### config.mk
export PLATFORM = sky130hd
export DESIGN_NAME = bcd_seq_display
export DESIGN_NICKNAME = d
export VERILOG_FILES = /design/src/rtl/bcd_pkg.sv /design/src/rtl/seg7_decode.sv /design/src/rtl/bcd_seq_display.sv
export SDC_FILE = /design/constraint.sdc
export NUM_CORES = 1
export LEC_CHECK = 0
export CORE_ASPECT_RATIO = 0.6
export CORE_MARGIN = 3
export CORE_UTILIZATION = 30
export CTS_CLUSTER_SIZE = 10
export DETAILED_ROUTE_END_ITERATION = 8
export PLACE_DENSITY = 0.52
export SLEW_MARGIN = 0
export SYNTH_ARGS = -nofsm -noshare
export SYNTH_HDL_FRONTEND = slang
export SYNTH_SLANG_ARGS = --single-unit
### constraint.sdc
create_clock -name clk -period 1.45 [get_ports clk]
set_clock_uncertainty 0.1 [all_clocks]
set_input_delay 0.29 -clock clk [delete_from_list [all_inputs] [get_ports clk]]
set_output_delay 0.29 -clock clk [all_outputs]
set_load 0.05 [all_outputs]
### src/rtl/bcd_pkg.sv
// Shared state encoding and 7-segment constants for the sequential BCD display.
package bcd_pkg;
  typedef enum logic [1:0] {IDLE, SHIFT, COMMIT} state_e;

  localparam logic [6:0] SEG_BLANK = 7'b1111111;
  localparam logic [6:0] SEG_DASH  = 7'b0111111;
  localparam logic [6:0] SEG_ZERO  = 7'b1000000;
endpackage

### src/rtl/seg7_decode.sv
// Single BCD digit to active-low 7-segment decode (a..g = bit 0..6); non-decimal codes blank.
module seg7_decode
  import bcd_pkg::*;
(
  input  logic [3:0] i_digit,
  output logic [6:0] o_seg
);
  always_comb begin
    o_seg = SEG_BLANK;
    case (i_digit)
      4'd0: o_seg = SEG_ZERO;
      4'd1: o_seg = 7'b1111001;
      4'd2: o_seg = 7'b0100100;
      4'd3: o_seg = 7'b0110000;
      4'd4: o_seg = 7'b0011001;
      4'd5: o_seg = 7'b0010010;
      4'd6: o_seg = 7'b0000010;
      4'd7: o_seg = 7'b1111000;
      4'd8: o_seg = 7'b0000000;
      4'd9: o_seg = 7'b0010000;
      default: o_seg = SEG_BLANK;
    endcase
  end
endmodule

### src/rtl/bcd_seq_display.sv
// Iterative double-dabble binary-to-BCD converter driving DIGITS 7-segment displays.
// Define BCD_LZ_BLANK_EN to blank leading zero digits (digit 0 always shown).
module bcd_seq_display
  import bcd_pkg::*;
#(
  parameter int WIDTH  = 8,
  parameter int DIGITS = 3
) (
  input  logic                  clk,
  input  logic                  resetn,
  input  logic                  start,
  input  logic [WIDTH-1:0]      bin,
  output logic                  busy,
  output logic                  done,
  output logic                  ovf,
  output logic [4*DIGITS-1:0]   bcd,
  output logic [7*DIGITS-1:0]   hex
);
  localparam int CW = $clog2(WIDTH + 1);
  localparam int BW = 4 * DIGITS;

  state_e                   r_state, w_next;
  logic [WIDTH-1:0]         r_sr;
  logic [BW-1:0]            r_work, w_adj;
  logic [CW-1:0]            r_cnt;
  logic                     r_acc, r_done, r_ovf;
  logic [BW-1:0]            r_bcd;
  logic [DIGITS-1:0][6:0]   w_seg;
  logic [DIGITS-1:0]        w_blank;

  always_comb begin
    w_adj = r_work;
    for (int d = 0; d < DIGITS; d++)
      if (r_work[4*d +: 4] >= 4'd5) w_adj[4*d +: 4] = r_work[4*d +: 4] + 4'd3;
  end

  always_ff @(posedge clk or negedge resetn) begin
    if (!resetn) r_state <= IDLE;
    else         r_state <= w_next;
  end

  always_comb begin
    w_next = r_state;
    case (r_state)
      IDLE:    if (start) w_next = SHIFT;
      SHIFT:   if (r_cnt == CW'(1)) w_next = COMMIT;
      COMMIT:  w_next = IDLE;
      default: w_next = IDLE;
    endcase
  end

  always_ff @(posedge clk or negedge resetn) begin
    if (!resetn) begin
      r_sr   <= '0;
      r_work <= '0;
      r_cnt  <= '0;
      r_acc  <= 1'b0;
      r_done <= 1'b0;
      r_ovf  <= 1'b0;
      r_bcd  <= '0;
    end else begin
      r_done <= (r_state == COMMIT);
      case (r_state)
        IDLE: if (start) begin
          r_sr   <= bin;
          r_work <= '0;
          r_cnt  <= CW'(WIDTH);
          r_acc  <= 1'b0;
        end
        SHIFT: begin
          // Any 1 leaving the top digit means the value needs more than DIGITS digits.
          r_work <= {w_adj[BW-2:0], r_sr[WIDTH-1]};
          r_sr   <= r_sr << 1;
          r_cnt  <= r_cnt - CW'(1);
          if (w_adj[BW-1]) r_acc <= 1'b1;
        end
        COMMIT: begin
          r_bcd <= r_work;
          r_ovf <= r_acc;
        end
        default: ;
      endcase
    end
  end

  genvar gi;
  generate
    for (gi = 0; gi < DIGITS; gi++) begin : g_dec
      seg7_decode u_dec (.i_digit(r_bcd[4*gi +: 4]), .o_seg(w_seg[gi]));
    end
  endgenerate

  always_comb begin
    w_blank = '0;
`ifdef BCD_LZ_BLANK_EN
    begin
      logic v_seen;
      v_seen = 1'b0;
      for (int i = DIGITS - 1; i >= 1; i--) begin
        if (r_bcd[4*i +: 4] != 4'd0) v_seen = 1'b1;
        w_blank[i] = !v_seen;
      end
    end
`endif
  end

  always_comb begin
    hex = '0;
    for (int i = 0; i < DIGITS; i++)
      hex[7*i +: 7] = r_ovf ? SEG_DASH : (w_blank[i] ? SEG_BLANK : w_seg[i]);
  end

  assign busy = (r_state != IDLE);
  assign done = r_done;
  assign ovf  = r_ovf;
  assign bcd  = r_bcd;
endmodule

==> flow_summary.rst, run 1 <==
.. list-table::
   :header-rows: 1

   * - Metric
     - Value
   * - Status
     - complete, but fails checks
   * - Failing checks
     - negative setup slack
   * - Latest clock arrival within the worst-skew pair
     - 0.28 ns
   * - Type of the tightest min-delay check
     - in -> reg
   * - Data arrival time of the critical path
     - 1.63 ns
   * - Final worst path period share
     - 139.5%
   * - Fin worst setup slack
     - -0.5729 ns
   * - Detailed-route wire length per cell
     - 14.44 um
   * - Time the worst path needs with I/O delays and setup
     - 2.023 ns
   * - Initial DRT Pass Iterations
     - 4
   * - Post-detailed-route via-to-cell ratio
     - 4.849
   * - Yosys synthesis warning count
     - 0
   * - Largest family of logic cells by synthesized area
     - compound AO/OA/AOI/OAI gates
   * - Standard cell core area
     - 8621 um2
   * - Avg Inst Size Synth
     - 9.167 um2
   * - Post-Synthesis Cells
     - 294
   * - Worst slew pin tran
     - 0.3759 ns
   * - Layout Area Growth over Synthesis
     - 100.5%
   * - Initial detailed-routing violation count
     - 104
   * - Source of the worst hold timing path
     - start
   * - Via count of the first global-routing pass
     - 2652
   * - DP Wirelength
     - 4868 um
   * - Unique cell type count in the Yosys netlist
     - 44
   * - TritonCTS clock tree
     - built
   * - Master cell of the clock root buffer
     - sky130_fd_sc_hd__clkbuf_16
   * - Area of the multi-input gates
     - 2315 um2
   * - Post-synth ARST share
     - 100.0%
   * - End of the worst hold path
     - r_sr[0]$_DFFE_PN0P_
   * - Routed wire length
     - 7728 um
   * - Worst reg-to-reg setup slack
     - -0.02 ns
   * - First-pass GRT wire length
     - 12900 um
   * - Complex-gate fraction of the synthesized area
     - 22.98%
   * - I/O pin count
     - 47
   * - Layout cells sized above 1
     - 66.67%
   * - Maximum clock frequency
     - 494.3 MHz
   * - Post-synthesis sequential area ratio
     - 38.07%
   * - Initial core utilization
     - 31.26%
   * - Inserted Diodes
     - 0
   * - Total CTS buffers
     - 5
   * - Adder and majority gate portion of the synthesized area
     - 10.68%
   * - Final count of negative-setup-slack endpoints
     - 31
   * - RSZ-0062 raised after global routing
     - yes
   * - TritonCTS Sinks
     - 41
   * - # H-tree levels
     - 2
   * - Reg2reg path depth
     - 6
   * - Final hold violations
     - 0
   * - Number of enable flip-flop cells after synthesis
     - 0
   * - Post-synthesis instance area
     - 2695 um2
   * - Total of flip-flops plus latches after synthesis
     - 41
   * - Post-synthesis net count
     - 328
   * - Fraction of synthesized area in multiplexers
     - 2.832%
   * - WHS Path Cells
     - 3
   * - Cell row count
     - 26
   * - Maximum number of pins on one net before global-route repair
     - 42
   * - Placer Congestion
     - 0.7928
   * - Filler cell count
     - 669
   * - Worst-path clk slew
     - 0.06 ns
   * - # Max-Cap Violations
     - 0
   * - Final hold slack
     - 0.2726 ns
   * - # DRC
     - 0
   * - Share of the synthesized netlist area taken by xor and xnor gates
     - 0.9749%
   * - Critical path launch point type
     - flop
   * - Top_reg_cell synth
     - sky130_fd_sc_hd__dfrtp_1
   * - Fin. max-slew vios
     - 0
   * - Worst Path Max Fanout
     - 5
   * - Worst setup path category
     - reg -> out
   * - Number of nets in the layout
     - 456
   * - Clk buf depth
     - 2
   * - Remaining Overflow, GRT
     - 0
   * - Y dimension of the die
     - 79.42 um
   * - Critical path required time
     - 1.06 ns
   * - Storage cell area
     - 1050 um2
   * - Simple logic cell fraction of the synthesized area
     - 16.57%
   * - FF-to-FF End
     - r_work[5]$_DFFE_PN0P_
   * - Total global routing track utilization
     - 15.42%
   * - Routed via count
     - 2594
   * - Overall die area
     - 10190 um2
   * - Chip Width
     - 128.4 um
   * - Residual antenna-violating net count after detailed routing
     - 0
   * - Port Buffers
     - 46
   * - Initial antenna violation count
     - 0
   * - Setup crit end kind
     - output pin
   * - Max-slew headroom
     - 74.92%
   * - Worst reg2reg path startpoint
     - r_work[4]$_DFFE_PN0P_
[cells by family after synthesis]
family,count (synthesis)
AOI/OAI and AO/OA,87
xor gates and xnor gates,3
adders and majority gates,23
buffers and inverters,42
DFF,41
muxes,7
and+or+nand+nor,91
[placed cells by master (no fill, tap or decap), types with 4 or more instances in the layout]
cell type,netlist,final
sky130_fd_sc_hd__dfrtp_2,0,13
sky130_fd_sc_hd__o2111ai_1,6,4
sky130_fd_sc_hd__buf_4,1,56
sky130_fd_sc_hd__clkbuf_16,0,6
sky130_fd_sc_hd__clkdlybuf4s50_1,0,8
sky130_fd_sc_hd__nor2_4,0,8
sky130_fd_sc_hd__nor2_1,18,6
sky130_fd_sc_hd__inv_1,24,11
sky130_fd_sc_hd__a31oi_1,8,8
sky130_fd_sc_hd__ha_1,23,6
sky130_fd_sc_hd__buf_6,6,34
sky130_fd_sc_hd__inv_2,1,8
sky130_fd_sc_hd__mux2_2,5,5
sky130_fd_sc_hd__nor2_2,0,4
sky130_fd_sc_hd__nor3_4,0,4
sky130_fd_sc_hd__dfrtp_1,41,26
sky130_fd_sc_hd__nand2_1,35,32
sky130_fd_sc_hd__a21oi_4,0,8
sky130_fd_sc_hd__a21oi_2,0,6
sky130_fd_sc_hd__nor2b_4,1,5
sky130_fd_sc_hd__or2_4,0,4
sky130_fd_sc_hd__buf_12,0,31
sky130_fd_sc_hd__ha_2,0,4
sky130_fd_sc_hd__ha_4,0,13
sky130_fd_sc_hd__nand2b_4,0,7
sky130_fd_sc_hd__nand2b_1,12,5
sky130_fd_sc_hd__o21bai_4,0,14
sky130_fd_sc_hd__o21ai_0,14,13
[sequential cells by signal, indices dropped and copies added, names as in the netlist]
register and flops:
bcd 12, done 1, ovf 1, r_state 2, r_sr 8, r_work 12, r_acc 1, r_cnt 4
[cell usage after synthesis (3+ instances only)]
master                      instances  share of area (%)
sky130_fd_sc_hd__mux2_2             5                2.1
sky130_fd_sc_hd__a32o_1             3                1.1
sky130_fd_sc_hd__o221ai_2           3                1.7
sky130_fd_sc_hd__nand2_1           35                4.9
sky130_fd_sc_hd__o2111ai_1          6                1.9
sky130_fd_sc_hd__a21oi_1           15                2.8
sky130_fd_sc_hd__buf_6              6                2.5
sky130_fd_sc_hd__xnor2_1            3               0.98
sky130_fd_sc_hd__nor3_1             6                1.1
sky130_fd_sc_hd__a31oi_1            8                1.9
sky130_fd_sc_hd__or2_2              5                1.2
sky130_fd_sc_hd__o21bai_1          15                4.2
sky130_fd_sc_hd__ha_1              23                 11
sky130_fd_sc_hd__o311ai_0           3               0.98
sky130_fd_sc_hd__o21a_1             3               0.84
sky130_fd_sc_hd__dfrtp_1           41                 38
sky130_fd_sc_hd__o21ai_0           14                2.6
sky130_fd_sc_hd__buf_2              5               0.93
sky130_fd_sc_hd__nand2b_1          12                2.8
sky130_fd_sc_hd__nor2b_1            5                1.2
sky130_fd_sc_hd__inv_1             24                3.3
sky130_fd_sc_hd__nor2_1            18                2.5
sky130_fd_sc_hd__o31ai_1            5                1.4
sky130_fd_sc_hd__a21o_1             3               0.84
sky130_fd_sc_hd__clkbuf_1           5               0.70
[how the worst max path moves through the flow]
stage                             from      end  depth (start not counted)
floorplan           bcd[1]$_DFFE_PN0P_   hex[6]                          4
global placement    bcd[4]$_DFFE_PN0P_   hex[7]                          5
detailed placement  bcd[4]$_DFFE_PN0P_   hex[7]                          5
CTS                 bcd[4]$_DFFE_PN0P_  hex[10]                          5
global route        bcd[1]$_DFFE_PN0P_   hex[0]                          5
finish              bcd[1]$_DFFE_PN0P_   hex[0]                          5
[metrics by stage]
step	setup slack [ns]	setup TNS, ns	util, %	instances	area (um2)
6_report	-0.5729	-10.39	62.67	535	5403
5_1_grt	-0.6245	-12.02	62.67	535	5403
4_1_cts	-0.5770	-10.80	58.62	524	5054
3_5_place_dp	-0.2976	-9.231	49.36	490	4255
3_3_place_gp	-0.2754	-8.093	49.36	490	4255
2_1_floorplan	-0.3389	-5.548	-	294	3112
[cell type report]
cell class                      instances  share of cell area, %
Clock buffer                            6                  2.571
Clock inverter                          2                 0.6948
Inverter                               25                  2.131
Multi-Input combinational cell        212                  42.84
Sequential cell                        41                  19.43
Tap cell                              112                  2.594
Timing Repair Buffer                  137                  29.74
[per-layer routing]
| layer | vias to the layer above | track usage [%] | routed length (um) |
|---|---|---|---|
| met4 | 0 | 2.542 | 56 |
| met2 | 47 | 26.38 | 3844 |
| met5 | - | 0 | 0 |
| li1 | 1284 | - | - |
| met1 | 1257 | 20.74 | 3542 |
| met3 | 6 | 2.741 | 285 |
[what timing repair did]
item                                   CTS  global route
gates resized for setup                 98            59
setup endpoints to repair               35            61
pin swaps                               33            28
endpoints found under the hold margin   41             0
cloned                                   0             2
buffers inserted                        28            13
hold buffers                             1             0
[worst max-delay path, cell delays in order (launching register included)]
cell and delay (ns):
sky130_fd_sc_hd__dfrtp_2 0.44, sky130_fd_sc_hd__inv_4 0.07, sky130_fd_sc_hd__ha_4 0.15, sky130_fd_sc_hd__or3_4 0.32, sky130_fd_sc_hd__a21o_4 0.23, sky130_fd_sc_hd__buf_8 0.14
Power of run 1 is left out: the tool's default activity adds up to more than one toggle a clock period on the data nets, which glitch-free logic cannot reach.
==> run 2, diff against run 1 <==
- DONT_BUFFER_PORTS: default -> 1
- PLACE_DENSITY: 0.52 -> 0.45
- SKIP_LAST_GASP: default -> 1
==> run 2 against run 1 <==
Effect of this change: the run still ends with negative setup slack left; sequential share of layout area increased by 1.6 points; first-iteration DRC count decreased by 19%; critical path depth unchanged; global-route usage increased by 0.23 points; fmax increased by 0.11%; largest cell class unchanged; wire length increased by 6.7%; register-to-register slack got worse by 0.02 ns; cell area decreased by 7.4%; count of clock-buffer cells in the layout unchanged; critical endpoint is now hex[10].
==> flow_summary.rst, run 2 (same netlist as run 1, synthesis figures left out) <==
.. list-table::
   :header-rows: 1

   * - Metric
     - Value
   * - Setup crit end kind
     - output pin
   * - Met1 usage in global routing
     - 21.58% (+0.83 points)
   * - Met2 GRT Util
     - 24.56% (-1.8 points)
   * - Master cell of the clock root buffer
     - sky130_fd_sc_hd__clkbuf_16
   * - Final count of negative-setup-slack endpoints
     - 30 (-3.2%)
   * - Layout cells sized above 1
     - 64.99% (-1.7 points)
   * - Total global routing track utilization
     - 15.65% (+0.23 points)
   * - Total CTS buffers
     - 5 (unchanged)
   * - Routed via count
     - 2510 (-3.2%)
   * - Time the worst path needs with I/O delays and setup
     - 2.021 ns (-0.002306 ns)
   * - Final core occ
     - 58.01% (-4.7 points)
   * - DP Area
     - 3842 um2 (-9.7%)
   * - Maximum number of pins on one net before global-route repair
     - 42 (unchanged)
   * - Port Buffers
     - 0 (-100%)
   * - Via count of the first global-routing pass
     - 2605 (-1.8%)
   * - Worst slew pin tran
     - 0.4578 ns (+0.08189 ns)
   * - Met3 track demand over resource in global routing
     - 3.676% (+0.94 points)
   * - DP Wirelength
     - 4931 um (+1.3%)
   * - Remaining Overflow, GRT
     - 0 (unchanged)
   * - Fin worst setup slack
     - -0.5706 ns (+0.002306 ns)
   * - Max-slew headroom
     - 69.50% (-5.4 points)
   * - Failing checks
     - negative setup slack
   * - I/O pin count
     - 47 (unchanged)
   * - TritonCTS Sinks
     - 41 (unchanged)
   * - First-pass GRT wire length
     - 12830 um (-0.54%)
   * - Latest clock arrival within the worst-skew pair
     - 0.29 ns (about the same)
   * - Type of the tightest min-delay check
     - in -> reg
   * - Setup TNS Final
     - -9.654 ns (+0.7337 ns)
   * - Residual antenna-violating net count after detailed routing
     - 0 (unchanged)
   * - Placer Congestion
     - 0.7553 (-4.7%)
   * - Initial antenna violation count
     - 0 (unchanged)
   * - Worst Path Max Fanout
     - 4 (-1)
   * - Most common cell after layout, fill and taps aside
     - sky130_fd_sc_hd__buf_4
   * - # DRC
     - 0 (unchanged)
   * - TritonCTS clock tree
     - built
   * - Layout Area Growth over Synthesis
     - 85.56%
   * - Clk buf depth
     - 2 (unchanged)
   * - Layer with the highest usage
     - met2
   * - # Max-Cap Violations
     - 0 (unchanged)
   * - Initial core utilization
     - 31.26% (unchanged)
   * - Filler cell count
     - 705 (+5.4%)
   * - Initial detailed-routing violation count
     - 84 (-19%)
   * - Cell row count
     - 26 (unchanged)
   * - Area of the multi-input gates
     - 2347 um2 (+1.4%)
   * - Storage cell area
     - 1051 um2 (+0.12%)
   * - CP delay by family, top
     - flip-flops
   * - CP Buf/Inv Count
     - 1 (-1)
   * - Data arrival time of the critical path
     - 1.63 ns (about the same)
   * - Chip Width
     - 128.4 um (unchanged)
   * - CP cell instances
     - ha_4 -> or2_4 -> a21oi_4 -> o21bai_4 -> buf_12
   * - Critical path launch point type
     - flop
   * - Standard cell core area
     - 8621 um2 (unchanged)
   * - Inserted Diodes
     - 0 (unchanged)
   * - Routed wire length
     - 8249 um (+6.7%)
   * - Highest-delay cell along the critical path
     - sky130_fd_sc_hd__dfrtp_4
   * - RSZ-0062 raised after global routing
     - yes
   * - Worst-path clk slew
     - 0.06 ns (about the same)
   * - Worst setup path category
     - reg -> out
   * - Final hold violations
     - 0 (unchanged)
   * - Detailed-route wire length per cell
     - 16.21 um (+12%)
   * - # H-tree levels
     - 2 (unchanged)
   * - Fin. max-slew vios
     - 0 (unchanged)
   * - Initial DRT Pass Iterations
     - 4 (unchanged)
   * - Highest cell delay on the worst timing path
     - 0.52 ns (+0.08 ns)
   * - Maximum clock frequency
     - 494.9 MHz (+0.11%)
   * - Overall die area
     - 10190 um2 (unchanged)
   * - Final worst path period share
     - 139.4% (-0.16 points)
   * - Status
     - complete, but fails checks
   * - Post-detailed-route via-to-cell ratio
     - 4.931 (+1.7%)
   * - Number of nets in the layout
     - 430 (-5.7%)
   * - Critical path required time
     - 1.06 ns (about the same)
   * - Commonest non-fill, non-tap cells in the layout
     - sky130_fd_sc_hd__buf_4, sky130_fd_sc_hd__nand2_1, sky130_fd_sc_hd__dfrtp_1
   * - Finished Cell Area
     - 5001 um2 (-7.4%)
   * - Y dimension of the die
     - 79.42 um (unchanged)
run 2: changes by cell type in the layout (fill, tap and decap cells not counted), moves of 5 or more:
| cell | change |
|---|---|
| sky130_fd_sc_hd__buf_6 | -10 |
| sky130_fd_sc_hd__buf_12 | -14 |
| sky130_fd_sc_hd__clkdlybuf4s50_1 | -8 |
| sky130_fd_sc_hd__nor2_1 | +5 |
run 2: repair_timing:
action	in CTS	in global routing
cloned	1	4
hold buffers	2	0
pin swaps	26	29
endpoints found under the setup margin	35	51
gates resized for setup	89	62
hold endpoints to repair	41	0
buffers inserted	24	7
run 2: stage by stage:
stage	std cells	worst slack (ns)	hold WS [ns]
2_1_floorplan	294	-0.3389	-0.1056
3_3_place_gp	466	-0.2614	-0.1043
3_5_place_dp	466	-0.2846	-0.1037
4_1_cts	500	-0.5796	0.03743
5_1_grt	509	-0.6059	0.03946
6_report	509	-0.5706	0.04277
run 2: worst paths after layout:
check,start,to,slack [ns],cells after the start
setup reg to reg,r_work[0]$_DFFE_PN0P_,r_work[2]$_DFFE_PN0P_,-0.04,6
hold reg to reg,r_sr[0]$_DFFE_PN0P_,r_sr[0]$_DFFE_PN0P_,0.40,2
hold / removal,bin[2],r_sr[2]$_DFFE_PN0P_,0.04,2
max in group asynchronous,resetn,ovf$_DFFE_PN0P_,0.63,2
min in group asynchronous,resetn,r_sr[2]$_DFFE_PN0P_,0.40,2
setup / recovery,bcd[4]$_DFFE_PN0P_,hex[10],-0.57,5
run 2: cell type report:
class	instances	share of cell area [%]
Clock buffer	6	2.577
Clock inverter	2	0.7005
Inverter	25	2.252
Multi-Input combinational cell	214	46.94
Sequential cell	41	21.02
Tap cell	112	2.802
Timing Repair Buffer	109	23.72
run 2: per-layer routing:
metal  vias up  share of wire (%)
met5         -                  0
met4         0               0.92
met3         7                3.0
met2        27                 47
met1      1248                 49
li1       1228                  -
Power of run 2 is left out for the same reason.
